**src/rtl/program_loader.sv**
```systemverilog
// program_loader: streams programmer bytes into the 16x8 RAM through the shared MAR/RAM bus.
// Latency: byte accepted at edge N -> MAR_LD in cycle N+1, RAM_WE in N+2, READY again N+3 (N+4 with verify).
// Backpressure: READY only in WAIT_BYTE; the producer holds PRGM/PRGM_IN until READY && PRGM on an edge.
//
// Optional feature macro: LOADER_VERIFY_EN adds a VERIFY read-back cycle per byte, RAM_RD and sticky ERR.
//
// Ports:
//   CLK, RESET          clock, synchronous active-high reset
//   GO, START_ADDR, LEN session start command (sampled in IDLE only), start address, byte count
//   PRGM_IN, PRGM       program byte and its valid
//   RAM_Q               combinational RAM read data at the current MAR address
//   READY, BUSY, DONE   handshake ready, session active, one-cycle end-of-session pulse
//   ERR                 sticky verify mismatch (0 without LOADER_VERIFY_EN)
//   BUS_OUT, BUS_EN     shared bus drive value and ownership
//   MAR_LD, RAM_WE      MAR load strobe, RAM write strobe
//   RAM_RD              verify read strobe
//   COUNT               bytes written this session
module program_loader #(
    parameter int ADDR_W = 4,
    parameter int DATA_W = 8
) (
    input  logic              CLK,
    input  logic              RESET,
    input  logic              GO,
    input  logic [ADDR_W-1:0] START_ADDR,
    input  logic [ADDR_W:0]   LEN,
    input  logic [DATA_W-1:0] PRGM_IN,
    input  logic              PRGM,
    input  logic [DATA_W-1:0] RAM_Q,
    output logic              READY,
    output logic              BUSY,
    output logic              DONE,
    output logic              ERR,
    output logic [DATA_W-1:0] BUS_OUT,
    output logic              BUS_EN,
    output logic              MAR_LD,
    output logic              RAM_WE,
    output logic              RAM_RD,
    output logic [ADDR_W:0]   COUNT
);

`ifdef LOADER_VERIFY_EN
    typedef enum logic [2:0] {
        S_IDLE, S_WAIT_BYTE, S_ADDR, S_DATA, S_VERIFY
    } state_t;
`else
    typedef enum logic [2:0] {
        S_IDLE, S_WAIT_BYTE, S_ADDR, S_DATA
    } state_t;
`endif

    localparam logic [ADDR_W:0]   LEN_MAX   = {1'b1, {ADDR_W{1'b0}}};
    localparam logic [ADDR_W:0]   COUNT_ONE = {{ADDR_W{1'b0}}, 1'b1};
    localparam logic [ADDR_W-1:0] ADDR_ONE  = {{(ADDR_W-1){1'b0}}, 1'b1};

    state_t              state_q, state_d;
    logic [ADDR_W-1:0]   addr_q, addr_d;
    logic [ADDR_W:0]     len_q, len_d;
    logic [ADDR_W:0]     count_q, count_d;
    logic [DATA_W-1:0]   byte_q, byte_d;
    logic                done_q, done_d;
    logic [ADDR_W:0]     len_clamped;
    logic [ADDR_W:0]     count_inc;
    logic                advance;

`ifdef LOADER_VERIFY_EN
    logic                err_q, err_d;
`else
    // RAM_Q is only consumed by the verify logic.
    logic                unused_ram_q;
    assign unused_ram_q = ^RAM_Q;
`endif

    assign len_clamped = (LEN > LEN_MAX) ? LEN_MAX : LEN;
    assign count_inc   = count_q + COUNT_ONE;

    always_ff @(posedge CLK) begin
        if (RESET) begin
            state_q <= S_IDLE;
            addr_q  <= '0;
            len_q   <= '0;
            count_q <= '0;
            byte_q  <= '0;
            done_q  <= 1'b0;
`ifdef LOADER_VERIFY_EN
            err_q   <= 1'b0;
`endif
        end else begin
            state_q <= state_d;
            addr_q  <= addr_d;
            len_q   <= len_d;
            count_q <= count_d;
            byte_q  <= byte_d;
            done_q  <= done_d;
`ifdef LOADER_VERIFY_EN
            err_q   <= err_d;
`endif
        end
    end

    always_comb begin
        state_d = state_q;
        addr_d  = addr_q;
        len_d   = len_q;
        count_d = count_q;
        byte_d  = byte_q;
        done_d  = 1'b0;
        advance = 1'b0;
`ifdef LOADER_VERIFY_EN
        err_d   = err_q;
`endif

        case (state_q)
            S_IDLE: begin
                if (GO) begin
                    addr_d  = START_ADDR;
                    len_d   = len_clamped;
                    count_d = '0;
`ifdef LOADER_VERIFY_EN
                    err_d   = 1'b0;
`endif
                    // An empty session ends immediately without touching the bus.
                    if (len_clamped == '0) begin
                        done_d = 1'b1;
                    end else begin
                        state_d = S_WAIT_BYTE;
                    end
                end
            end
            S_WAIT_BYTE: begin
                if (PRGM) begin
                    byte_d  = PRGM_IN;
                    state_d = S_ADDR;
                end
            end
            S_ADDR: begin
                state_d = S_DATA;
            end
            S_DATA: begin
`ifdef LOADER_VERIFY_EN
                state_d = S_VERIFY;
`else
                advance = 1'b1;
`endif
            end
`ifdef LOADER_VERIFY_EN
            S_VERIFY: begin
                // A mismatch is recorded but the session carries on.
                if (RAM_Q != byte_q) begin
                    err_d = 1'b1;
                end
                advance = 1'b1;
            end
`endif
            default: begin
                state_d = S_IDLE;
            end
        endcase

        // Per-byte bookkeeping when the write (and optional verify) has finished.
        if (advance) begin
            addr_d  = addr_q + ADDR_ONE;
            count_d = count_inc;
            if (count_inc == len_q) begin
                state_d = S_IDLE;
                done_d  = 1'b1;
            end else begin
                state_d = S_WAIT_BYTE;
            end
        end
    end

    // Strobes are decodes of the state register; RESET masks them so a write
    // coinciding with reset never reaches the RAM.
    assign READY   = !RESET && (state_q == S_WAIT_BYTE);
    assign BUSY    = !RESET && (state_q != S_IDLE);
    assign BUS_EN  = !RESET && ((state_q == S_ADDR) || (state_q == S_DATA));
    assign MAR_LD  = !RESET && (state_q == S_ADDR);
    assign RAM_WE  = !RESET && (state_q == S_DATA);
    assign BUS_OUT = RESET                 ? '0 :
                     (state_q == S_ADDR)   ? {{(DATA_W-ADDR_W){1'b0}}, addr_q} :
                     (state_q == S_DATA)   ? byte_q : '0;
    assign DONE    = done_q;
    assign COUNT   = count_q;

`ifdef LOADER_VERIFY_EN
    assign RAM_RD  = !RESET && (state_q == S_VERIFY);
    assign ERR     = err_q;
`else
    assign RAM_RD  = 1'b0;
    assign ERR     = 1'b0;
`endif

endmodule
```
**config.mk**
```make
export PLATFORM = sky130hd
export DESIGN_NAME = program_loader
export DESIGN_NICKNAME = d
export VERILOG_FILES = /design/src/rtl/program_loader.sv
export SDC_FILE = /design/constraint.sdc
export NUM_CORES = 1
export LEC_CHECK = 0
export CAP_MARGIN = 10
export CORE_MARGIN = 3
export CORE_UTILIZATION = 43
export CTS_BUF_LIST = sky130_fd_sc_hd__clkbuf_16
export DETAILED_ROUTE_END_ITERATION = 8
export HOLD_SLACK_MARGIN = 0.08
export PLACE_DENSITY_LB_ADDON = 0.1
export REMOVE_ABC_BUFFERS = 1
export SLEW_MARGIN = 20
export SYNTH_ARGS = -nofsm -noshare
export SYNTH_HDL_FRONTEND = slang
export SYNTH_SLANG_ARGS = --single-unit
```
**constraint.sdc**
```tcl
create_clock -name CLK -period 3.5 [get_ports CLK]
set_input_delay 0.525 -clock CLK [delete_from_list [all_inputs] [get_ports CLK]]
set_output_delay 0.525 -clock CLK [all_outputs]
set_load 0.005 [all_outputs]
```
==> Word level (Yosys, flattened, before mapping) <==
Index checks and enable logic that the tools add are counted.
Widths: inputs -> output; s select.
{ "totals": {"ff_bits": 26, "output_inout_bits": 21} }
{ "classes": {"add_sub_neg": 2, "n_lt_le_gt_ge": 1, "eq_ne": 8, "n_mux": 22, "n_reduce_logical": 16} }
{ "op_table": {"columns": ["cell", "n"], "rows": [
  ["$mux 8", 3],
  ["$mux 5", 4],
  ["$mux 3", 4],
  ["$mux 4", 3],
  ["$pmux 3 s4", 1],
  ["$ne 3x3->1 const B", 3],
  ["$mux 1", 7],
  ["$eq 3x2->1 const B", 2],
  ["$reduce_and 2->1", 3],
  ["$add 5x1->5 const B", 1],
  ["$eq 5x5->1", 1],
  ["$gt 5x5->1 const B", 1],
  ["$logic_and 1x1->1", 5],
  ["$logic_not 5->1", 1],
  ["$add 4x1->4 const B", 1],
  ["$reduce_and 4->1", 1],
  ["$reduce_bool 2->1", 2],
  ["$eq 3x1->1 const B", 1],
  ["$logic_not 3->1", 1],
  ["$reduce_bool 3->1", 1],
  ["$ne 2x2->1 const B", 1],
  ["$logic_not 1->1", 1],
  ["$logic_or 1x1->1", 1]
]} }

==> Logic depth before layout (Yosys ltp) <==
{ "depth": {"word_depth": 8, "depth_mapped": 7} }

==> Worst setup path after synthesis <==
Ideal clock, no wire load.
{ "synth_path": {"path_type": "register to output", "start": "register state_q[1]", "end": "output BUS_OUT[0]", "arrival_ns": 1.211, "required_ns": 2.975, "setup_slack_ns": 1.764, "path_stages_with_launch": 8, "path_cell_list": "dfxtp_1 ha_1 buf_2 buf_2 nand2_1 nor2_1 a21oi_1 nor2_1"} }
{ "synth_via": {"elab_chain_cells": 4, "elab_cells_between_ends": 5, "cone_classes": "eq/ne: 2; mux: 3"} }
{ "synth_rtl": {"columns": ["element", "line", "source"], "rows": [
  ["start: declaration", "56", "state_t state_q, state_d;"],
  ["start signal: assignment", "89", "state_q <= state_d;"],
  ["$eq 3x2->1", "182", "(state_q == S_DATA) ? byte_q : '0;"],
  ["$mux 8", "182", null],
  ["$mux 8 (*)", "181", "(state_q == S_ADDR) ? {{(DATA_W-ADDR_W){1'b0}}, addr_q} :"],
  ["$mux 8 (*)", "180", "assign BUS_OUT = RESET ? '0 :"],
  ["end: declaration", "34", "output logic [DATA_W-1:0] BUS_OUT,"]
]} }
Every way passes the cells marked *; elsewhere a longest branch is shown, timed or not.

==> Final worst setup path <==
{ "layout_path": {"start": "input RESET", "end": "output BUS_OUT[5]"} }
{ "layout_via": {"elab_chain_cells": 1} }
{ "layout_rtl": {"columns": ["element", "line", "source"], "rows": [
  ["start: declaration", "23", "input logic RESET,"],
  ["$mux 8", "180", null]
]} }
Every way passes these cells.

==> parameters.txt <==
Parameter                              Value

Clock tree
  Cell at the root of the clock tree ... sky130_fd_sc_hd__clkbuf_16
  Clock H-tree levels ... 1
  Post-cts repair resize count ... 0
  Post-cts hold buffer count ... 0
  Clock Sink Count ... 25
  Reg clk slew, reported paths ... 0.06 ns
  Number of buffers between clock root and the deepest sink ... 2
  Setup bufs post-CTS ... 0
  Clock network latency to the later pin of the worst-skew pair ... 0.26 ns
  TritonCTS clock tree ... built
  Number of buffers created by CTS ... 3

Timing
  RSZ-0062 raised after global routing ... false
  Summed negative setup slack over all endpoints ... 0 ns
  Number of failing setup endpoints in the final timing report ... 0
  Final-report max-slew violation count ... 0
  Worst clock skew on the final layout ... 0.00446 ns
  Final clock period utilization by the worst path ... 71.3%
  Tmin final ... 2.50 ns
  Final Hold Viols ... 0
  Fmax achieved ... 0.400 GHz

Synthesis
  Register area share after synthesis ... 34.7%
  Netlist Area Pre-Place ... 0.00144 mm²
  Mean instance size in the synthesized netlist ... 7.63 µm²
  Most used DFF post-synth ... sky130_fd_sc_hd__dfxtp_1
  Post-synthesis cell type count ... 38
  Flops & latches, synth ... 25
  Synth async-reset ratio ... 0%
  Post-Syn Instances ... 189
  Yosys Warn Count ... 0
  Post-synth EDFFs ... 0

Drt
  Detail Route Antenna Nets ... 0
  Average via count per standard cell ... 5.26
  Vias post-DR ... 1,393
  Post-detailed-route wirelength per cell ... 12.5 µm
  Sum of routed wire length over all layers ... 3320 µm
  Number of detailed-routing iterations run before antenna repair ... 4
  DRC violation count after routing ... 0
  First-iteration detailed-routing DRC count ... 101

Setup path
  Req. time, crit path ... 2.97 ns
  Worst setup path class ... primary input to primary output
  Worst EP arrival ... 1.97 ns
  Maximum fanout encountered on the critical timing path ... 4
  Sort of element at the start of the critical path ... primary input
  Kind of capture point of the worst setup path ... primary output

Cells and area
  Total area of multi-input combinational cells ... 861 µm²
  P&R area growth vs syn ... 33.4%
  Sequential standard cell area ... 500 µm²
  Highest-count cells in the layout ignoring fill and taps ... sky130_fd_sc_hd__clkdlybuf4s50_1, sky130_fd_sc_hd__nor2_1, sky130_fd_sc_hd__dfxtp_1, sky130_fd_sc_hd__a21oi_1, sky130_fd_sc_hd__nand2_1
  Share of cells above drive strength 1 ... 4.98%
  Leading cell type in the layout, fill and taps excluded ... sky130_fd_sc_hd__clkdlybuf4s50_1
  Number of nets in the final layout ... 257
  Antenna diodes ... 0
  Utilization after layout ... 61.5%
  Filler Cells Inserted ... 295

Status
  Status ... completed

Placed design
  Routability-driven placement congestion ratio ... 0.813
  Quantity of I/O buffers inserted on ports ... 39
  Final HPWL DP ... 2450 µm

GRT
  First-pass GRT wire length ... 5830 µm
  Initial antenna violation count ... 0
  Overall overflow remaining after global route ... 0
  Overall global routing resource usage ... 17.2%
  Number of global-route vias before repair ... 1,336
  Pin count of the biggest net entering global routing ... 34

Floorplanning
  Top-level port count ... 50
  Height of the die ... 63.9 µm
  Core region area ... 0.00313 mm²
  Starting Density ... 46.1%
  Number of cell rows ... 20
  Area of the die ... 0.00408 mm²
  Die X-Extent ... 63.9 µm

Pwr
  Areal power density over the cells ... 457 mW/mm²
  Leakage component of the power ... 0.727 nW
  Peak ir drop on the vdd network ... 0.214 mV

Worst hold path
  Worst hold path class ... flip-flop to flip-flop

Run
  Number of violations of the max-capacitance limit ... 0
==> routing by layer <==
| metal | track usage, % | share of wire (%) | up-vias |
|---|---|---|---|
| met3 | 2.46 | 4.2 | 2 |
| met1 | 20.5 | 46 | 655 |
| met5 | 0 | 0 | - |
| li1 | - | - | 702 |
| met4 | 5.12 | 0.57 | 0 |
| met2 | 31.4 | 49 | 34 |
==> synth_stat cells (3+ instances only) <==
cell                       instances  area, µm²
sky130_fd_sc_hd__nor2_1           27        101
sky130_fd_sc_hd__dfxtp_1          25        500
sky130_fd_sc_hd__a21oi_1          23        115
sky130_fd_sc_hd__nand2_1          19       71.3
sky130_fd_sc_hd__nand3_1          14       70.1
sky130_fd_sc_hd__clkbuf_1          8       30.0
sky130_fd_sc_hd__ha_1              6       75.1
sky130_fd_sc_hd__nor3b_1           6       45.0
sky130_fd_sc_hd__and2_1            5       31.3
sky130_fd_sc_hd__inv_1             5       18.8
sky130_fd_sc_hd__nor2b_1           5       31.3
sky130_fd_sc_hd__xnor2_1           5       43.8
sky130_fd_sc_hd__a22oi_1           4       30.0
sky130_fd_sc_hd__buf_2             4       20.0
sky130_fd_sc_hd__nor3_1            3       15.0
sky130_fd_sc_hd__o22ai_1           3       18.8
==> cells by family (layout without fill, tap and decap cells) <==
kind of cell / Yosys count / count (layout) / share of synthesized area [%]
and+or+nand+nor: 89 / 89 / 31.5
DFF: 25 / 25 / 34.7
other: 1 / 2 / 0.260
buffers and inverters: 19 / 50 / 5.82
adders and majority gates: 6 / 6 / 5.21
AOI/OAI and AO/OA: 39 / 39 / 15.9
muxes: 4 / 4 / 2.95
xor gates and xnor gates: 6 / 6 / 3.65
==> worst paths after layout <==
check,startpoint,end,slack [ns],cells after the start
max,RESET,BUS_OUT[5],1.00,5
min,byte_q[7]$_SDFFE_PP0P_,byte_q[7]$_SDFFE_PP0P_,0.45,2
min reg2reg,byte_q[7]$_SDFFE_PP0P_,byte_q[7]$_SDFFE_PP0P_,0.45,2
max reg2reg,state_q[1]$_SDFFE_PP0P_,state_q[1]$_SDFFE_PP0P_,1.80,7
==> state kept, by name (all words and copies together) (netlist names) <==
signal	count
state_q	2
len_q	5
COUNT	5
byte_q	8
DONE	1
addr_q	4
==> through the flow <==
stage / area, µm² / power [mW] / std cells / worst slack, ns / hold WS [ns]
final: 1920 / 0.878 / 265 / 1.00 / 0.453
after detailed placement: 1840 / 0.623 / 261 / 0.994 / 0.445
after global placement: 1840 / 0.615 / 261 / 1.03 / 0.438
after CTS: 1920 / 0.884 / 265 / 0.980 / 0.454
after global routing: 1920 / 0.937 / 265 / 0.866 / 0.476
after floorplan: 1380 / 0.520 / 176 / 1.55 / 0.426
==> area by class of cell <==
cell class,instances,area share (%)
Clock buffer,3,3.90
Clock inverter,1,0.390
Inverter,5,0.976
Multi-Input combinational cell,146,44.8
Sequential cell,25,26.0
Tap cell,44,2.86
Timing Repair Buffer,41,21.1
==> critical path, cell delays in order <==
cell,delay (ns)
sky130_fd_sc_hd__clkdlybuf4s50_1,0.42
sky130_fd_sc_hd__nor2b_1,0.15
sky130_fd_sc_hd__nor2b_1,0.23
sky130_fd_sc_hd__and2_1,0.15
sky130_fd_sc_hd__clkdlybuf4s50_1,0.49
==> report_power, final <==
group / switching [mW] / internal, mW / total, mW
logic: 0.158 / 0.119 / 0.277
clock network: 0.106 / 0.155 / 0.261
registers: 0.0256 / 0.315 / 0.340
total: 0.289 / 0.589 / 0.878
(Power assumes the default switching activity.)
